## src/rtl/axi_read_responder_if.sv

```systemverilog
// AXI4 read-address / read-data channels plus the synchronous SRAM read port
// served by axi_read_responder.
interface axi_read_responder_if #(
    parameter int MEM_AW = 16
);
    logic [3:0]        ARID;
    logic [63:0]       ARADDR;
    logic [7:0]        ARLEN;
    logic [2:0]        ARSIZE;
    logic [1:0]        ARBURST;
    logic              ARVALID;
    logic              ARREADY;

    logic [3:0]        RID;
    logic [63:0]       RDATA;
    logic [1:0]        RRESP;
    logic              RLAST;
    logic              RVALID;
    logic              RREADY;

    logic              mem_ren;
    logic [MEM_AW-1:0] mem_addr;
    logic [63:0]       mem_rdata;

    modport slave (
        input  ARID, ARADDR, ARLEN, ARSIZE, ARBURST, ARVALID, RREADY, mem_rdata,
        output ARREADY, RID, RDATA, RRESP, RLAST, RVALID, mem_ren, mem_addr
    );

    modport master (
        output ARID, ARADDR, ARLEN, ARSIZE, ARBURST, ARVALID, RREADY, mem_rdata,
        input  ARREADY, RID, RDATA, RRESP, RLAST, RVALID, mem_ren, mem_addr
    );
endinterface

```

## src/rtl/axi_read_responder.sv

```systemverilog
// AXI4 read responder: one outstanding AR burst, FIXED/INCR/WRAP beat addressing,
// 1-cycle-latency SRAM reads, and a 2-entry R buffer sustaining one beat per cycle.
module axi_read_responder #(
    parameter int          MEM_AW    = 16,
    parameter logic [63:0] BASE_ADDR = 64'h8000_0000
) (
    input  logic                 clk,
    input  logic                 rst,
    axi_read_responder_if.slave  io_axi
);
    localparam logic [63:0] MEM_BYTES   = 64'd8 << MEM_AW;
    localparam logic [1:0]  RESP_OKAY   = 2'b00;
    localparam logic [1:0]  RESP_SLVERR = 2'b10;
    localparam logic [1:0]  RESP_DECERR = 2'b11;
    localparam logic [1:0]  BURST_INCR  = 2'b01;
    localparam logic [1:0]  BURST_WRAP  = 2'b10;
    localparam logic [1:0]  BURST_RSVD  = 2'b11;

    typedef enum logic {S_IDLE, S_BURST} state_t;

    typedef struct packed {
        logic [63:0] data;
        logic [1:0]  resp;
        logic        last;
    } beat_t;

    state_t      r_state, w_state_nxt;
    logic        r_arready, w_arready_nxt;

    logic [3:0]  r_id;
    logic [63:0] r_addr, r_sz, r_wmask, r_lower;
    logic [1:0]  r_burst;
    logic        r_err;
    logic [8:0]  r_cnt;

    logic        r_vld_p1, r_mem_p1, r_last_p1;
    logic [1:0]  r_resp_p1;

    logic [1:0]  r_occ;
    beat_t       r_buf0, r_buf1;

    logic        w_ar_hs, w_pop, w_last_hs, w_ar_err;
    logic        w_issue_p0, w_in_range_p0, w_mem_p0;
    logic [1:0]  w_resp_p0;
    logic [63:0] w_ar_sz, w_ar_bnd, w_off_p0;
    beat_t       w_land;

    function automatic logic [63:0] f_next_addr(input logic [1:0]  burst,
                                                input logic [63:0] cur,
                                                input logic [63:0] sz,
                                                input logic [63:0] lower,
                                                input logic [63:0] wmask);
        case (burst)
            BURST_INCR: f_next_addr = (cur & ~(sz - 64'd1)) + sz;
            BURST_WRAP: f_next_addr = lower + ((cur + sz - lower) & wmask);
            default:    f_next_addr = cur;
        endcase
    endfunction

    assign w_ar_hs   = (r_state == S_IDLE) && r_arready && io_axi.ARVALID;
    assign w_pop     = (r_occ != 2'd0) && io_axi.RREADY;
    assign w_last_hs = w_pop && r_buf0.last;

    // Request classification at acceptance; the wrap boundary is a power of two for legal WRAPs
    assign w_ar_sz  = 64'd1 << io_axi.ARSIZE;
    assign w_ar_bnd = ({56'd0, io_axi.ARLEN} + 64'd1) << io_axi.ARSIZE;
    assign w_ar_err = (io_axi.ARSIZE > 3'd3) || (io_axi.ARBURST == BURST_RSVD) ||
                      ((io_axi.ARBURST == BURST_WRAP) &&
                       !((io_axi.ARLEN == 8'd1) || (io_axi.ARLEN == 8'd3) ||
                         (io_axi.ARLEN == 8'd7) || (io_axi.ARLEN == 8'd15)));

    always_comb begin
        w_state_nxt   = r_state;
        w_arready_nxt = r_arready;
        case (r_state)
            S_IDLE: begin
                w_arready_nxt = 1'b1;
                if (w_ar_hs) begin
                    w_state_nxt   = S_BURST;
                    w_arready_nxt = 1'b0;
                end
            end
            S_BURST: begin
                if (w_last_hs) begin
                    w_state_nxt   = S_IDLE;
                    w_arready_nxt = 1'b1;
                end
            end
            default: begin
                w_state_nxt   = S_IDLE;
                w_arready_nxt = 1'b0;
            end
        endcase
    end

    always_ff @(posedge clk or posedge rst) begin
        if (rst) begin
            r_state   <= S_IDLE;
            r_arready <= 1'b0;
        end else begin
            r_state   <= w_state_nxt;
            r_arready <= w_arready_nxt;
        end
    end

    // Stage p0: issue a beat only if it is guaranteed a buffer slot when it lands
    assign w_issue_p0    = (r_state == S_BURST) && (r_cnt != 9'd0) &&
                           (({1'b0, r_occ} + {2'b00, r_vld_p1} - {2'b00, w_pop}) < 3'd2);
    assign w_off_p0      = r_addr - BASE_ADDR;
    assign w_in_range_p0 = (r_addr >= BASE_ADDR) && (w_off_p0 < MEM_BYTES);
    assign w_mem_p0      = w_issue_p0 && !r_err && w_in_range_p0;
    assign w_resp_p0     = r_err ? RESP_SLVERR : (w_in_range_p0 ? RESP_OKAY : RESP_DECERR);

    assign io_axi.mem_ren  = w_mem_p0;
    assign io_axi.mem_addr = w_mem_p0 ? w_off_p0[MEM_AW+2:3] : '0;

    always_ff @(posedge clk or posedge rst) begin
        if (rst) begin
            r_id    <= '0;
            r_addr  <= '0;
            r_sz    <= '0;
            r_wmask <= '0;
            r_lower <= '0;
            r_burst <= '0;
            r_err   <= 1'b0;
            r_cnt   <= '0;
        end else if (w_ar_hs) begin
            r_id    <= io_axi.ARID;
            r_addr  <= io_axi.ARADDR;
            r_sz    <= w_ar_sz;
            r_wmask <= w_ar_bnd - 64'd1;
            r_lower <= io_axi.ARADDR & ~(w_ar_bnd - 64'd1);
            r_burst <= io_axi.ARBURST;
            r_err   <= w_ar_err;
            r_cnt   <= {1'b0, io_axi.ARLEN} + 9'd1;
        end else if (w_issue_p0) begin
            r_cnt   <= r_cnt - 9'd1;
            r_addr  <= f_next_addr(r_burst, r_addr, r_sz, r_lower, r_wmask);
        end
    end

    // Stage p1: SRAM access in flight; error beats carry no memory data
    always_ff @(posedge clk or posedge rst) begin
        if (rst) begin
            r_vld_p1  <= 1'b0;
            r_mem_p1  <= 1'b0;
            r_resp_p1 <= '0;
            r_last_p1 <= 1'b0;
        end else begin
            r_vld_p1  <= w_issue_p0;
            r_mem_p1  <= w_mem_p0;
            r_resp_p1 <= w_resp_p0;
            r_last_p1 <= (r_cnt == 9'd1);
        end
    end

    assign w_land.data = r_mem_p1 ? io_axi.mem_rdata : 64'd0;
    assign w_land.resp = r_resp_p1;
    assign w_land.last = r_last_p1;

    // Stage p2: 2-entry FIFO, slot 0 is the head and only moves on pop or push-into-empty
    always_ff @(posedge clk or posedge rst) begin
        if (rst) begin
            r_occ  <= '0;
            r_buf0 <= '0;
            r_buf1 <= '0;
        end else begin
            case ({r_vld_p1, w_pop})
                2'b10: begin
                    if (r_occ == 2'd0) r_buf0 <= w_land;
                    else               r_buf1 <= w_land;
                    r_occ <= r_occ + 2'd1;
                end
                2'b01: begin
                    r_buf0 <= r_buf1;
                    r_occ  <= r_occ - 2'd1;
                end
                2'b11: begin
                    if (r_occ == 2'd1) begin
                        r_buf0 <= w_land;
                    end else begin
                        r_buf0 <= r_buf1;
                        r_buf1 <= w_land;
                    end
                end
                default: ;
            endcase
        end
    end

    assign io_axi.ARREADY = r_arready;
    assign io_axi.RVALID  = (r_occ != 2'd0);
    assign io_axi.RDATA   = r_buf0.data;
    assign io_axi.RRESP   = r_buf0.resp;
    assign io_axi.RLAST   = r_buf0.last;
    assign io_axi.RID     = r_id;
endmodule

```

## src/flat_wrapper.sv

```systemverilog
// flat-port wrapper written by rule: the top's interface ports become plain ports
module axi_read_responder_flat 
#(
    parameter int          MEM_AW    = 16,
    parameter logic [63:0] BASE_ADDR = 64'h8000_0000
)
  (clk, rst, io_axi_ARID, io_axi_ARADDR, io_axi_ARLEN, io_axi_ARSIZE, io_axi_ARBURST, io_axi_ARVALID, io_axi_RREADY, io_axi_mem_rdata, io_axi_ARREADY, io_axi_RID, io_axi_RDATA, io_axi_RRESP, io_axi_RLAST, io_axi_RVALID, io_axi_mem_ren, io_axi_mem_addr);
  axi_read_responder_if #(.MEM_AW(MEM_AW)) io_axi_i ();
  input  logic clk;
  input  logic rst;
  input wire logic [$bits(io_axi_i.ARID)-1:0] io_axi_ARID;
  input wire logic [$bits(io_axi_i.ARADDR)-1:0] io_axi_ARADDR;
  input wire logic [$bits(io_axi_i.ARLEN)-1:0] io_axi_ARLEN;
  input wire logic [$bits(io_axi_i.ARSIZE)-1:0] io_axi_ARSIZE;
  input wire logic [$bits(io_axi_i.ARBURST)-1:0] io_axi_ARBURST;
  input wire logic [$bits(io_axi_i.ARVALID)-1:0] io_axi_ARVALID;
  input wire logic [$bits(io_axi_i.RREADY)-1:0] io_axi_RREADY;
  input wire logic [$bits(io_axi_i.mem_rdata)-1:0] io_axi_mem_rdata;
  output wire logic [$bits(io_axi_i.ARREADY)-1:0] io_axi_ARREADY;
  output wire logic [$bits(io_axi_i.RID)-1:0] io_axi_RID;
  output wire logic [$bits(io_axi_i.RDATA)-1:0] io_axi_RDATA;
  output wire logic [$bits(io_axi_i.RRESP)-1:0] io_axi_RRESP;
  output wire logic [$bits(io_axi_i.RLAST)-1:0] io_axi_RLAST;
  output wire logic [$bits(io_axi_i.RVALID)-1:0] io_axi_RVALID;
  output wire logic [$bits(io_axi_i.mem_ren)-1:0] io_axi_mem_ren;
  output wire logic [$bits(io_axi_i.mem_addr)-1:0] io_axi_mem_addr;
  assign io_axi_i.ARID = io_axi_ARID;
  assign io_axi_i.ARADDR = io_axi_ARADDR;
  assign io_axi_i.ARLEN = io_axi_ARLEN;
  assign io_axi_i.ARSIZE = io_axi_ARSIZE;
  assign io_axi_i.ARBURST = io_axi_ARBURST;
  assign io_axi_i.ARVALID = io_axi_ARVALID;
  assign io_axi_i.RREADY = io_axi_RREADY;
  assign io_axi_i.mem_rdata = io_axi_mem_rdata;
  assign io_axi_ARREADY = io_axi_i.ARREADY;
  assign io_axi_RID = io_axi_i.RID;
  assign io_axi_RDATA = io_axi_i.RDATA;
  assign io_axi_RRESP = io_axi_i.RRESP;
  assign io_axi_RLAST = io_axi_i.RLAST;
  assign io_axi_RVALID = io_axi_i.RVALID;
  assign io_axi_mem_ren = io_axi_i.mem_ren;
  assign io_axi_mem_addr = io_axi_i.mem_addr;
  axi_read_responder #(.MEM_AW(MEM_AW), .BASE_ADDR(BASE_ADDR)) u_core (.clk(clk), .rst(rst), .io_axi(io_axi_i));
endmodule
```

## config.mk

```make
export PLATFORM = sky130hd
export DESIGN_NAME = axi_read_responder_flat
export DESIGN_NICKNAME = d
export VERILOG_FILES = /design/src/rtl/axi_read_responder_if.sv /design/src/rtl/axi_read_responder.sv /design/src/flat_wrapper.sv
export SDC_FILE = /design/constraint.sdc
export NUM_CORES = 1
export LEC_CHECK = 0
export ABC_AREA = 1
export CAP_MARGIN = 5
export CORE_ASPECT_RATIO = 0.8
export CORE_MARGIN = 2
export CORE_UTILIZATION = 50
export CTS_CLUSTER_SIZE = 12
export DETAILED_ROUTE_END_ITERATION = 6
export PLACE_DENSITY = 0.7
export SLEW_MARGIN = 10
export SYNTH_ARGS = -nofsm -noshare
export SYNTH_HDL_FRONTEND = slang
export SYNTH_SLANG_ARGS = --single-unit
export TNS_END_PERCENT = 100
```

## constraint.sdc

```tcl
create_clock -name clk -period 18.6 [get_ports clk]
set_clock_uncertainty 0.15 [all_clocks]
set_input_delay 5.58 -clock clk [delete_from_list [all_inputs] [get_ports clk]]
set_output_delay 5.58 -clock clk [all_outputs]
set_load 0.01 [all_outputs]
```

; ---- Word level (Yosys, flattened, before mapping)
; Index checks and enable logic that the tools add are counted.
[totals]
regBits = 415
in_bits = 149
out_inout_bits = 90
elab_cells = 114
[op_classes]
addsub = 14
magnitude_cmp = 4
eq_ne = 17
n_shift = 2
mux = 22
bitwise_logic = 6
n_reduce_logical = 28
[ops]
columns = operator, count
row1 = 2-to-1 mux 67 bit, 4
row2 = case mux 67 bit (3 select lines), 1
row3 = adder 64 bit, 3
row4 = bitwise AND 64 bit, 3
row5 = 2-to-1 mux 64 bit, 3
row6 = case mux 67 bit (2 select lines), 1
row7 = inverter 64 bit, 2
row8 = case mux 64 bit (2 select lines), 1
row9 = "subtractor 64 x 1 -> 64 bit, second input constant", 2
row10 = ">= comparator 64 x 32 -> 1 bit, second input constant", 1
row11 = "< comparator 64 x 20 -> 1 bit, second input constant", 1
row12 = "<< shifter 1 x 3 -> 64 bit, first input constant", 1
row13 = << shifter 64 x 3 -> 64 bit, 1
row14 = "subtractor 64 x 32 -> 64 bit, second input constant", 1
row15 = subtractor 64 bit, 1
row16 = "adder 8 x 1 -> 9 bit, second input constant", 2
row17 = 2-to-1 mux 9 bit, 2
row18 = 2-to-1 mux 16 bit, 1
row19 = "== test 2 bit, second input constant", 5
row20 = logical AND 1 bit, 10
row21 = "== test 9 x 1 -> 1 bit, second input constant", 1
row22 = nonzero test 9 bit, 1
row23 = "subtractor 9 x 1 -> 9 bit, second input constant", 1
row24 = "== test 8 x 1 -> 1 bit, second input constant", 1
row25 = 24 further kinds, 43

; ---- Logic depth before layout (Yosys ltp)
[depth]
depth_word = 8
mapped_depth = 36
depth_no_buf = 36

; ---- Worst setup path after synthesis
; No wires, ideal clock.
[synth_path]
path_type = input to output
from = input port io_axi_RREADY
to = output port io_axi_mem_addr[10]
arrival_time_ns = 7.743
t_required_ns = 12.870
setup_slack_ns = 5.127
stages = 12
n_path_buf = 1
path_cell_list = nand2_1 > inv_1 > ha_1 > or2_2 > fa_1 > nand3_1 > nor2_1 > o21ai_2 > clkinv_1 > nand4_4 > buf_6 > nor2_2
[synth_between]
elab_chain_len = 7
[synth_lines]
columns = item, line
row1 = start: declaration, flat_wrapper.sv:17  ; input wire logic [$bits(io_axi_i.RREADY)-1:0] io_axi_RREADY;
row2 = logical AND 1 bit, axi_read_responder.sv:61  ; assign w_pop = (r_occ != 2'd0) && io_axi.RREADY;
row3 = subtractor 3 x 1 -> 3 bit, axi_read_responder.sv:108  ; (({1'b0, r_occ} + {2'b00, r_vld_p1} - {2'b00, w_pop}) < 3'd2);
row4 = < comparator 3 x 2 -> 1 bit, axi_read_responder.sv:108
row5 = logical AND 1 bit, axi_read_responder.sv:107  ; assign w_issue_p0 = (r_state == S_BURST) && (r_cnt != 9'd0) &&
row6 = net u_core.w_issue_p0, axi_read_responder.sv:43  ; logic w_issue_p0, w_in_range_p0, w_mem_p0;
row7 = logical AND 1 bit (2 in series), axi_read_responder.sv:111  ; assign w_mem_p0 = w_issue_p0 && !r_err && w_in_range_p0;
row8 = 2-to-1 mux 16 bit, axi_read_responder.sv:115  ; assign io_axi.mem_addr = w_mem_p0 ? w_off_p0[MEM_AW+2:3] : '0;
row9 = end: declaration, flat_wrapper.sv:26  ; output wire logic [$bits(io_axi_i.mem_addr)-1:0] io_axi_mem_addr;
; The timed path passes the listed nets, and every way through them passes these cells.

; ---- Worst setup path after layout
[layout_path]
from = input port io_axi_RREADY
to = output port io_axi_mem_addr[15]
; The elaborated chain is that of the path after synthesis.

==> implementation parameters <==
Parameter                              Value

Run status
  Result of the run ... complete, no violations

Critical path
  Arr. time, crit path ... 9.34 ns
  Category of the worst setup path capture point ... output pin
  Biggest cell delay along the critical path ... 0.57 ns
  Buffers plus inverters on the worst setup path ... 4
  Crit path required time ... 12.87 ns
  Number of logic stages on the critical path including buffering ... 13
  Worst setup path class ... in -> out
  Family with the most delay on the worst path ... simple AND/OR/NAND/NOR gates
  Crit Path Max Fanout ... 17
  Reg2Reg Depth ... 29
  Kind of start point of the critical path ... primary input
  Worst-path cell chain ... clkdlybuf4s50_1 -> nand2_1 -> inv_1 -> ha_2 -> or2_2 -> fa_1 -> nand3_1 -> nor2_1 -> o21ai_2 -> clkinv_1 -> nand4_4 -> nor2_1 -> clkdlybuf4s50_1
  CP max stage cell ... clkdlybuf4s50_1

Route
  Starting DRC count in detailed routing ... 5062
  Total via count after detailed routing ... 34800
  Vias per std cell ... 6.04
  Detailed-route DRC error count ... 0
  Average routed wire per standard cell ... 23.5 um
  Number of detailed-routing iterations run before antenna repair ... 6
  Drt total wl ... 135000 um
  Count of nets left with antenna violations after detail routing ... 0

Timing
  Final period utilization ... 0.810
  Count of pins over their slew limit ... 0
  Max Freq ... 66.4 MHz
  Min cycle time layout ... 15.07 ns
  Worst Max-Slew Pin Slew ... 1.11 ns
  Final worst slack ... 3.53 ns
  Final number of setup-violating endpoints ... 0
  Setup repair after global routing missed its margin ... false
  Relative slew margins ... 0.251
  Final Hold Viols ... 0
  Post-route setup TNS ... 0 ns

Die
  Floorplan die width ... 278 um
  Starting density of the core ... 0.505
  Die height ... 223 um
  Core footprint ... 59600 um^2
  Placement Rows ... 80
  Ports placed on the boundary ... 239
  Area of the die ... 62100 um^2

Cells and area
  Number of cells in the finished layout apart from fillers ... 5763
  Fin nets ... 5308
  Area delta synth->final ... 14.4%
  Share of layout cells above drive strength 1 ... 0.0478

Logic synthesis
  Number of synthesized register bits ... 326
  Largest area contributor in the netlist ... dfrtp_1
  Adder-cell share of the synthesized area ... 0.0890
  Count of cell types in the netlist ... 58
  Post-synth ARST share ... 1.00
  Syn Nets ... 5148
  EDFF count, synth ... 0
  Primary FF master, synth ... dfrtp_1
  Synthesized-area fraction occupied by ao, oa, aoi and oai cells ... 0.171
  Simple-gate portion of the synthesized area ... 0.359
  Synth Instances ... 4791
  Total of warnings raised by yosys ... 0
  Synthesized area ... 30100 um^2
  Dominant combinational cell family by area after synthesis ... simple AND/OR/NAND/NOR gates
  Top cells by area, synth ... dfrtp_1 27%, nand2_1 17%, ha_1 8.2%, nor2_1 7.8%, inv_1 7.1%
  Average instance area after synthesis ... 6.28 um^2
  Post-synth top area share ... 0.271
  Register area share after synthesis ... 0.271
  Multiplexer area fraction after synthesis ... 0.00112
  Post-synthesis xor/xnor area fraction ... 0.0154
  Most instantiated cells after synthesis ... 1324 x nand2_1, 626 x nor2_1, 569 x inv_1
  Cell with the most instances after synthesis ... nand2_1

GRT
  Pin count of the biggest net entering global routing ... 168
  Number of global-route vias before repair ... 31200
  Sum of overflow across all layers after global routing ... 0
  Global-route usage over all layers ... 0.427
  Antenna violations before repair ... 6
  First-pass GRT wire length ... 199000 um

Clock network
  H-tree lvl count ... 2
  Sinks on the clock net ... 326
  TritonCTS buffer count ... 39
  Clock-pin slew of the registers on the worst-case setup and hold paths ... 0.06 ns
  Buffer count from post-CTS setup fixing ... 0
  Root Buffer Master ... clkbuf_16
  Worst skew pair latency ... 0.61 ns
  CTS tree ... built
  Cells resized by post-CTS repair ... 0
  Number of buffers on the longest clock path ... 3
  Cts hold-fix bufs ... 0

Power and ir drop
  Clock share of power ... 0.113
  Fraction of power spent switching nets ... 0.591
  P per Cell Area ... 208 nW/um^2
  Leakage component of the power ... 16.2 nW
  Logic pwr share ... 0.702
  Relative contribution of sequential cells to total power ... 0.186
  Cell-internal power ... 2.94 mW
  Sw Pwr ... 4.24 mW
  Maximum ir drop on the vdd rail ... 0.000184 V

Placement
  Post-Place Cells ... 5689
  Number of port buffers ... 238
  Routability cong. ... 1.08
  Worst setup timing slack at the placement stage ... 3.60 ns
  Half-perimeter wire length after placement ... 109000 um

Job
  Max-capacitance violation count ... 0

Hold path
  Min-Delay Path Class ... reg -> reg
  Number of cells on the worst hold path ... 2
[logic make-up after synthesis]
logic type | count (synthesis)
DFF | 326
muxes | 3
adders and majority gates | 208
buffers and inverters | 729
xor gates and xnor gates | 53
AOI/OAI and AO/OA | 937
and+or+nand+nor | 2535
[metal layers]
layer  GRT usage  part of all wire  wire length (um)  up-vias
li1            -                 -                 -    16100
met3       0.143              0.14             19500      262
met5           0                 0                 0        -
met4       0.132             0.034              4640        0
met2       0.570              0.38             51600     2117
met1       0.638              0.44             59500    16400
[area by class of cell]
class	count	area [um^2]
clock inverters	12	160
well taps	779	975
multi-input cells	3736	19200
repair buffers	259	2550
diodes	6	15.0
inverters	589	2220
flip-flops and latches	326	8160
clock buffers	56	1160
fillers	6098	25100
[cell usage in the layout (no fill, tap or decap), drive strengths merged, types with 19 or more instances in the layout]
| cell | count |
|---|---|
| nor3 | 46 |
| clkbuf | 56 |
| inv | 589 |
| dfrtp | 326 |
| nand2 | 1345 |
| a21oi | 281 |
| buf | 21 |
| a31oi | 86 |
| o22ai | 22 |
| nand4 | 138 |
| nand3 | 280 |
| xor2 | 44 |
| o21bai | 23 |
| clkdlybuf4s50 | 238 |
| nor2 | 702 |
| o211ai | 19 |
| ha | 198 |
| o21ai | 441 |
[power by group through the flow]
| stage | logic [mW] | clock network, mW | registers, mW |
|---|---|---|---|
| 3_5_place_dp | 4.79 | 0 | 1.30 |
| 4_1_cts | 4.82 | 0.810 | 1.29 |
| 5_1_grt | 5.46 | 0.838 | 1.34 |
| 3_3_place_gp | 4.76 | 0 | 1.29 |
| 6_report | 5.03 | 0.809 | 1.33 |
| 2_1_floorplan | 3.20 | 0 | 1.18 |
[worst paths after layout]
path                       slack [ns]                from                       to
max reg2reg                     11.47      u_core.r_sz[2]        u_core.r_addr[58]
max                              3.53       io_axi_RREADY      io_axi_mem_addr[15]
min reg2reg                      0.33  u_core.r_wmask[12]       u_core.r_wmask[12]
min in group asynchronous        5.33                 rst           u_core.r_sz[1]
min                              0.33  u_core.r_wmask[12]       u_core.r_wmask[12]
max in group asynchronous       11.49                 rst  u_core.io_axi.RDATA[17]
[registers in the layout (all words and copies together), names as in the netlist, 2 cells and up]
register	flops
u_core.io_axi.RRESP	2
u_core.r_burst	2
u_core.r_sz	8
u_core.r_addr	64
u_core.io_axi.RID	4
u_core.r_lower	64
u_core.r_resp_p1	2
u_core.r_cnt	9
u_core.r_buf1	67
u_core.r_wmask	31
u_core.r_occ	2
u_core.io_axi.RDATA	64
[worst register-to-register path: cells and delay by family (launching register included)]
| family | cells | cell delay [ns] |
|---|---|---|
| AOI/OAI and AO/OA | 6 | 1.71 |
| adders and majority gates | 3 | 1.31 |
| and+or+nand+nor | 17 | 3.08 |
| DFF | 1 | 0.46 |
| buffers and inverters | 3 | 0.31 |
[per-stage QoR]
step | utilization | instance area, um^2 | total power, mW | hold slack, ns
after global routing | 0.578 | 34400 | 7.64 | 0.338
final | 0.578 | 34400 | 7.17 | 0.328
after global placement | 0.555 | 33100 | 6.05 | 0.308
after CTS | 0.578 | 34400 | 6.92 | 0.326
after floorplan | - | 30100 | 4.37 | 0.249
after detailed placement | 0.555 | 33100 | 6.09 | 0.310
No activity file was read; power rests on OpenSTA's default activity.
